==> config.mk <==
export PLATFORM = sky130hd
export DESIGN_NAME = stream_slice_unpacker
export DESIGN_NICKNAME = d
export VERILOG_FILES = /design/src/rtl/stream_pkg.sv /design/src/rtl/stream_slice_reorder.sv /design/src/rtl/stream_slice_unpacker.sv
export SDC_FILE = /design/constraint.sdc
export NUM_CORES = 1
export LEC_CHECK = 0
export CAP_MARGIN = 25
export CELL_PAD_IN_SITES_DETAIL_PLACEMENT = 1
export CELL_PAD_IN_SITES_GLOBAL_PLACEMENT = 1
export CORE_ASPECT_RATIO = 0.6
export CORE_MARGIN = 8
export CORE_UTILIZATION = 43
export CTS_CLUSTER_SIZE = 8
export DETAILED_ROUTE_END_ITERATION = 10
export GPL_ROUTABILITY_DRIVEN = 0
export PLACE_DENSITY = 0.86
export SETUP_SLACK_MARGIN = 0.02
export SLEW_MARGIN = 20
export SYNTH_ARGS = -nofsm -noshare
export SYNTH_HDL_FRONTEND = slang
export SYNTH_SLANG_ARGS = --single-unit
==> constraint.sdc <==
create_clock -name clk -period 2.7 [get_ports clk]
set_input_delay 0.54 -clock clk [delete_from_list [all_inputs] [get_ports clk]]
set_output_delay 0.54 -clock clk [all_outputs]
set_load 0.01 [all_outputs]
==> src/rtl/stream_pkg.sv <==
// Shared definitions for the slice-streaming serializer and unpacker.
//   nbeats_f(width, slice) : number of beats needed to carry a width-bit word
//   rem_f(width, slice)    : bits carried by the final beat (1..slice)
//   stream_hs_t            : valid/ready/last handshake bundle of a slice link
package stream_pkg;

    function automatic int unsigned nbeats_f(input int unsigned width,
                                             input int unsigned slice);
        return (width + slice - 1) / slice;
    endfunction

    function automatic int unsigned rem_f(input int unsigned width,
                                          input int unsigned slice);
        return width - (nbeats_f(width, slice) - 1) * slice;
    endfunction

    typedef struct packed {
        logic valid;
        logic ready;
        logic last;
    } stream_hs_t;

endpackage

==> src/rtl/stream_slice_reorder.sv <==
// Combinational left-stream reorder: reordered = {<< SLICE {word}}.
// Slices are taken from word starting at the LSB and placed into reordered
// starting at the MSB; a partial top slice of word lands at the result LSBs.
// Ports:
//   word      : input word
//   reordered : slice-reversed word
module stream_slice_reorder
    import stream_pkg::*;
#(
    parameter int unsigned WIDTH = 32,
    parameter int unsigned SLICE = 4
) (
    input  logic [WIDTH-1:0] word,
    output logic [WIDTH-1:0] reordered
);

    localparam int unsigned NBEATS = nbeats_f(WIDTH, SLICE);
    localparam int unsigned REM    = rem_f(WIDTH, SLICE);

    // Full slices: LSB slice j of the input becomes MSB slice j of the result.
    for (genvar j = 0; j < int'(NBEATS) - 1; j++) begin : g_full
        assign reordered[WIDTH-1-j*SLICE -: SLICE] = word[j*SLICE +: SLICE];
    end

    // The remaining (possibly partial) top slice of the input fills the LSBs.
    assign reordered[REM-1:0] = word[WIDTH-1 -: REM];

endmodule

==> src/rtl/stream_slice_unpacker.sv <==
// Slice-serial receiver: collects SLICE-bit beats into a WIDTH-bit word,
// optionally applies the {<< SLICE {}} reorder, and holds the result in a
// single-entry valid/ready output register.
// Ports:
//   clk, rst        : clock, asynchronous active-high reset
//   s_valid/s_ready : input beat handshake
//   s_data, s_last  : beat payload and end-of-word marker
//   m_valid/m_ready : output word handshake
//   m_data          : reassembled word
//   err             : one-cycle pulse on a framing error
module stream_slice_unpacker
    import stream_pkg::*;
#(
    parameter int unsigned WIDTH = 32,
    parameter int unsigned SLICE = 4,
    parameter bit          LEFT  = 1'b1
) (
    input  logic             clk,
    input  logic             rst,
    input  logic             s_valid,
    output logic             s_ready,
    input  logic [SLICE-1:0] s_data,
    input  logic             s_last,
    output logic             m_valid,
    input  logic             m_ready,
    output logic [WIDTH-1:0] m_data,
    output logic             err
);

    localparam int unsigned NBEATS = nbeats_f(WIDTH, SLICE);
    localparam int unsigned REM    = rem_f(WIDTH, SLICE);
    localparam int unsigned CNT_W  = (NBEATS > 1) ? $clog2(NBEATS) : 1;
    // Accumulator only needs the bits of the non-final beats.
    localparam int unsigned ACC_W  = (NBEATS > 1) ? (NBEATS - 1) * SLICE : 1;
    localparam logic [CNT_W-1:0] LAST_CNT = CNT_W'(NBEATS - 1);

    logic [CNT_W-1:0] cnt_q, cnt_d;
    logic [ACC_W-1:0] acc_q, acc_d;
    logic             m_valid_q, m_valid_d;
    logic [WIDTH-1:0] m_data_q, m_data_d;
    logic             err_q, err_d;

    logic [ACC_W-1:0] acc_shift;
    logic [WIDTH-1:0] word_plain;
    logic [WIDTH-1:0] word_out;
    logic             at_last;
    logic             accept;
    stream_hs_t       s_hs;

    assign at_last = (cnt_q == LAST_CNT);

    // Only the final beat can stall, and only while the output cannot drain.
    assign s_hs.valid = s_valid;
    assign s_hs.ready = !at_last || !m_valid_q || m_ready;
    assign s_hs.last  = s_last;
    assign accept     = s_hs.valid && s_hs.ready;

    // Word assembly; beat 0 ends up at the MSB of the plain word.
    if (NBEATS == 1) begin : g_single
        assign acc_shift  = '0;
        assign word_plain = s_data[REM-1:0];
    end else if (NBEATS == 2) begin : g_two
        assign acc_shift  = s_data;
        assign word_plain = {acc_q, s_data[REM-1:0]};
    end else begin : g_multi
        assign acc_shift  = {acc_q[ACC_W-SLICE-1:0], s_data};
        assign word_plain = {acc_q, s_data[REM-1:0]};
    end

    if (LEFT) begin : g_left
        stream_slice_reorder #(
            .WIDTH (WIDTH),
            .SLICE (SLICE)
        ) u_reorder (
            .word      (word_plain),
            .reordered (word_out)
        );
    end else begin : g_right
        assign word_out = word_plain;
    end

    always_comb begin
        cnt_d     = cnt_q;
        acc_d     = acc_q;
        m_valid_d = m_valid_q && !m_ready;
        m_data_d  = m_data_q;
        err_d     = 1'b0;

        if (accept) begin
            if (at_last) begin
                // Word completes regardless of s_last; a missing marker is flagged.
                m_data_d  = word_out;
                m_valid_d = 1'b1;
                cnt_d     = '0;
                acc_d     = '0;
                err_d     = !s_hs.last;
            end else if (s_hs.last) begin
                // Early end-of-word: drop the partial word.
                cnt_d = '0;
                acc_d = '0;
                err_d = 1'b1;
            end else begin
                cnt_d = cnt_q + CNT_W'(1);
                acc_d = acc_shift;
            end
        end
    end

    always_ff @(posedge clk or posedge rst) begin
        if (rst) begin
            cnt_q     <= '0;
            acc_q     <= '0;
            m_valid_q <= 1'b0;
            m_data_q  <= '0;
            err_q     <= 1'b0;
        end else begin
            cnt_q     <= cnt_d;
            acc_q     <= acc_d;
            m_valid_q <= m_valid_d;
            m_data_q  <= m_data_d;
            err_q     <= err_d;
        end
    end

    assign s_ready = s_hs.ready;
    assign m_valid = m_valid_q;
    assign m_data  = m_data_q;
    assign err     = err_q;

endmodule

==> flow_summary.rst <==
.. list-table::
   :header-rows: 1

   * - Metric
     - Value
   * - Run status
     - completed
   * - Fill cell count
     - 526
   * - Average size of a mapped cell
     - 16.9 sq um
   * - Total length of routed wires
     - between 5000 and 6000 microns
   * - Internal power
     - approximately 0.0016 W
   * - CP Data Arrival Time
     - 1.99 ns
   * - Global-route total usage across every layer
     - between 10% and 20%
   * - Number of vias per cell after detailed routing
     - ~5.2
   * - Combinational Power Share
     - 12.6%
   * - DR WL met2
     - 2890 microns
   * - Worst relative slew slack
     - 63.7%
   * - Classification of the worst-slack hold path
     - flip-flop to flip-flop
   * - Fin. Hold Viols
     - 0
   * - Standby leakage power
     - 1.53 nW
   * - Average wire length per cell after detail routing
     - 20.5 microns
   * - Required arrival time at the worst endpoint
     - roughly 2.2 ns
   * - Crit Path Class
     - flip-flop to primary output
   * - H-Tree Level Count
     - 3
   * - Maximum clock skew at final layout
     - 0.00651 ns
   * - Number of sinks on the clock net
     - 65
   * - I/O pin total
     - 44
   * - Worst path setup slack after routing
     - 0.167 ns
   * - Layout cells sized above 1
     - approximately a quarter
   * - Maximum fanout along the worst path
     - 4
   * - Final max-slew violation count
     - 0
   * - Most used cells in the layout excluding fill and tap cells
     - 65 x dfrtp_1, 43 x clkdlybuf4s50_1, 30 x mux2_4, 30 x a22o_1, 9 x clkbuf_8
   * - Power Dens Cells
     - 659 mW/mm^2
   * - Reg area
     - between 0.0015 and 0.002 sq mm
   * - Min Clock Period, post-route
     - around 2.5 ns
   * - Clock tree from TritonCTS
     - yes
   * - Final core area utilization
     - between 50% and 60%
   * - Critical path startpoint category
     - flip-flop
   * - Maximum number of pins on one net before global-route repair
     - 43
   * - Source-to-sink clock delay at the later pin of the worst-skew pair
     - 0.34 ns
   * - Antenna cell count
     - 0
   * - Core footprint
     - about 0.0056 sq mm
   * - Upper clock frequency limit
     - 395 MHz
   * - Rows
     - 21
   * - Area used by multi-input combinational logic
     - 841 sq um
   * - Die extent in y
     - 75.8 microns
   * - Area of the die
     - 0.00876 sq mm
   * - CP Capture Type
     - primary output
   * - Synthesized instance count
     - 151
   * - Yosys warning total
     - 0
   * - Transition time of the tightest slew-check pin
     - 0.544 ns
   * - Overflow after GRT
     - 0
   * - Sequential fraction of design power
     - 51.2%
   * - DRC violation total after the first TritonRoute iteration
     - 66
   * - Period utilization
     - 93.8%
   * - Placed standard-cell area
     - 0.00305 sq mm
   * - Worst hold margin
     - 0.513 ns
   * - Growth of design area from synthesis to finish
     - 26.2%
   * - Number of vias after detailed routing
     - 1474
   * - Share of synthesized area occupied by flip-flops and latches
     - 63.6%
   * - Clock transition at the registers of the reported paths
     - 0.06 ns
   * - # setup viols final
     - 0
   * - Post-synthesis instance area
     - 0.00256 sq mm
   * - Switching part of the total power
     - 24.0%
   * - Cell chosen for the clock root
     - clkbuf_8
   * - Post-route DRC
     - 0
   * - Initial antenna violation count
     - 0
   * - Wire length of the first global-routing pass
     - 9340 microns
   * - Max Buffers Root-to-Sink
     - 2
   * - Leading cell type in the layout, fill and taps excluded
     - dfrtp_1
   * - Post-Layout Inst Area
     - between 0.003 and 0.004 sq mm
   * - NetSw
     - ~0.00051 W
   * - DP HPWL
     - 3900 microns
   * - Setup repair after global routing missed its margin
     - no
   * - Placement-stage worst setup slack
     - 0.432 ns
   * - Initial Util
     - between 40% and 50%
   * - Routed length on met1
     - approximately 2500 microns
   * - FF+latch count, synth
     - 65
   * - Post-Syn Nets
     - 162
   * - Final setup TNS
     - 0 ns
   * - Via count of the first global-routing pass
     - 1699
   * - Max-cap violation count
     - 0
   * - Resized cells post-CTS
     - 0
   * - Antenna violation net count after detailed routing
     - 0
   * - TritonCTS Buffers
     - 9
   * - Post-cts hold buffer count
     - 0
   * - Wire length on met3
     - 277 microns
   * - Top routing layer in use
     - met4
   * - Initial DRT Pass Iterations
     - 4
   * - Count of port buffers added during placement
     - 43
   * - Number of distinct standard cells referenced by the synthesized netlist
     - 17
   * - Power share of the clock group
     - 36.2%
   * - Largest vdd supply drop
     - 0.331 mV
   * - Net total in the final layout
     - 211
   * - Number of setup buffers added after CTS
     - 0
   * - Die width
     - 116 microns
worst paths after layout:
| kind | start | cells after the start | slack, ns | to |
|---|---|---|---|---|
| worst min register to register | acc_q[27] | 1 | 0.51 | acc_q[27] |
| worst min-delay path | acc_q[27] | 1 | 0.51 | acc_q[27] |
| worst max-delay path | cnt_q[0] | 4 | 0.17 | s_ready |
| worst max register to register | cnt_q[0] | 6 | 0.63 | m_data[1] |
| min in group asynchronous | rst | 2 | 0.57 | m_data[3] |
| max in group asynchronous | rst | 3 | 1.52 | err |
registers in the layout (all words and copies together) (netlist names):
register and flops:
err 1, m_data 32, acc_q 28, cnt_q 3, m_valid 1
cell usage after synthesis:
library cell	n	area share, %
nand2_1	3	0.44
nand3b_1	1	0.29
a22o_1	30	10
nor2_1	2	0.29
buf_2	6	1.2
dfrtp_1	65	64
buf_6	1	0.44
mux2_4	30	18
buf_12	3	2.3
inv_1	1	0.15
ha_1	2	0.98
mux2_2	2	0.88
nor3b_2	1	0.49
a31oi_1	1	0.24
xnor2_1	1	0.34
nand2b_1	1	0.24
nor2b_1	1	0.24
power groups by stage:
stage	logic (W)	clock network (W)	registers [W]
after global placement	0.000259	0	0.00110
after detailed placement	0.000273	0	0.00110
after global routing	0.000290	0.000832	0.00110
after floorplan	0.000127	0	0.00111
after CTS	0.000275	0.000786	0.00109
final	0.000268	0.000769	0.00109
metal layers:
metal,GRT usage (%),vias to the layer above
met4,7.95,0
met1,16.7,784
met2,23.9,31
met3,5.14,10
li1,-,649
met5,0,-
cell type report:
| type | count | area share (%) |
|---|---|---|
| clock buffer | 11 | 4.07 |
| clock inverter | 4 | 1.40 |
| inverter | 1 | 0.116 |
| multi-input combinational | 75 | 26.0 |
| sequential | 65 | 50.4 |
| tap | 80 | 3.10 |
| timing repair buffer | 48 | 14.9 |
stage by stage:
stage	power (W)	instances
final	0.00213	284
after global routing	0.00222	284
after CTS	0.00215	284
after detailed placement	0.00138	269
after global placement	0.00136	269
after floorplan	0.00124	151
worst max-delay path, cell delays in order (launching register included):
cell	delay, ns
dfrtp_1	0.41
ha_1	0.23
ha_1	0.28
nand3b_1	0.16
clkdlybuf4s50_1	0.57
cells by family after synthesis:
logic type | share of synthesized area, %
AO/OA/AOI/OAI | 10.5
XOR/XNOR | 0.342
adder cells (fa/ha/maj) | 0.978
buffers and inverters | 4.11
flip-flops | 63.6
multiplexers | 18.5
AND/OR/NAND/NOR | 2.01
(Power assumes the default switching activity.)
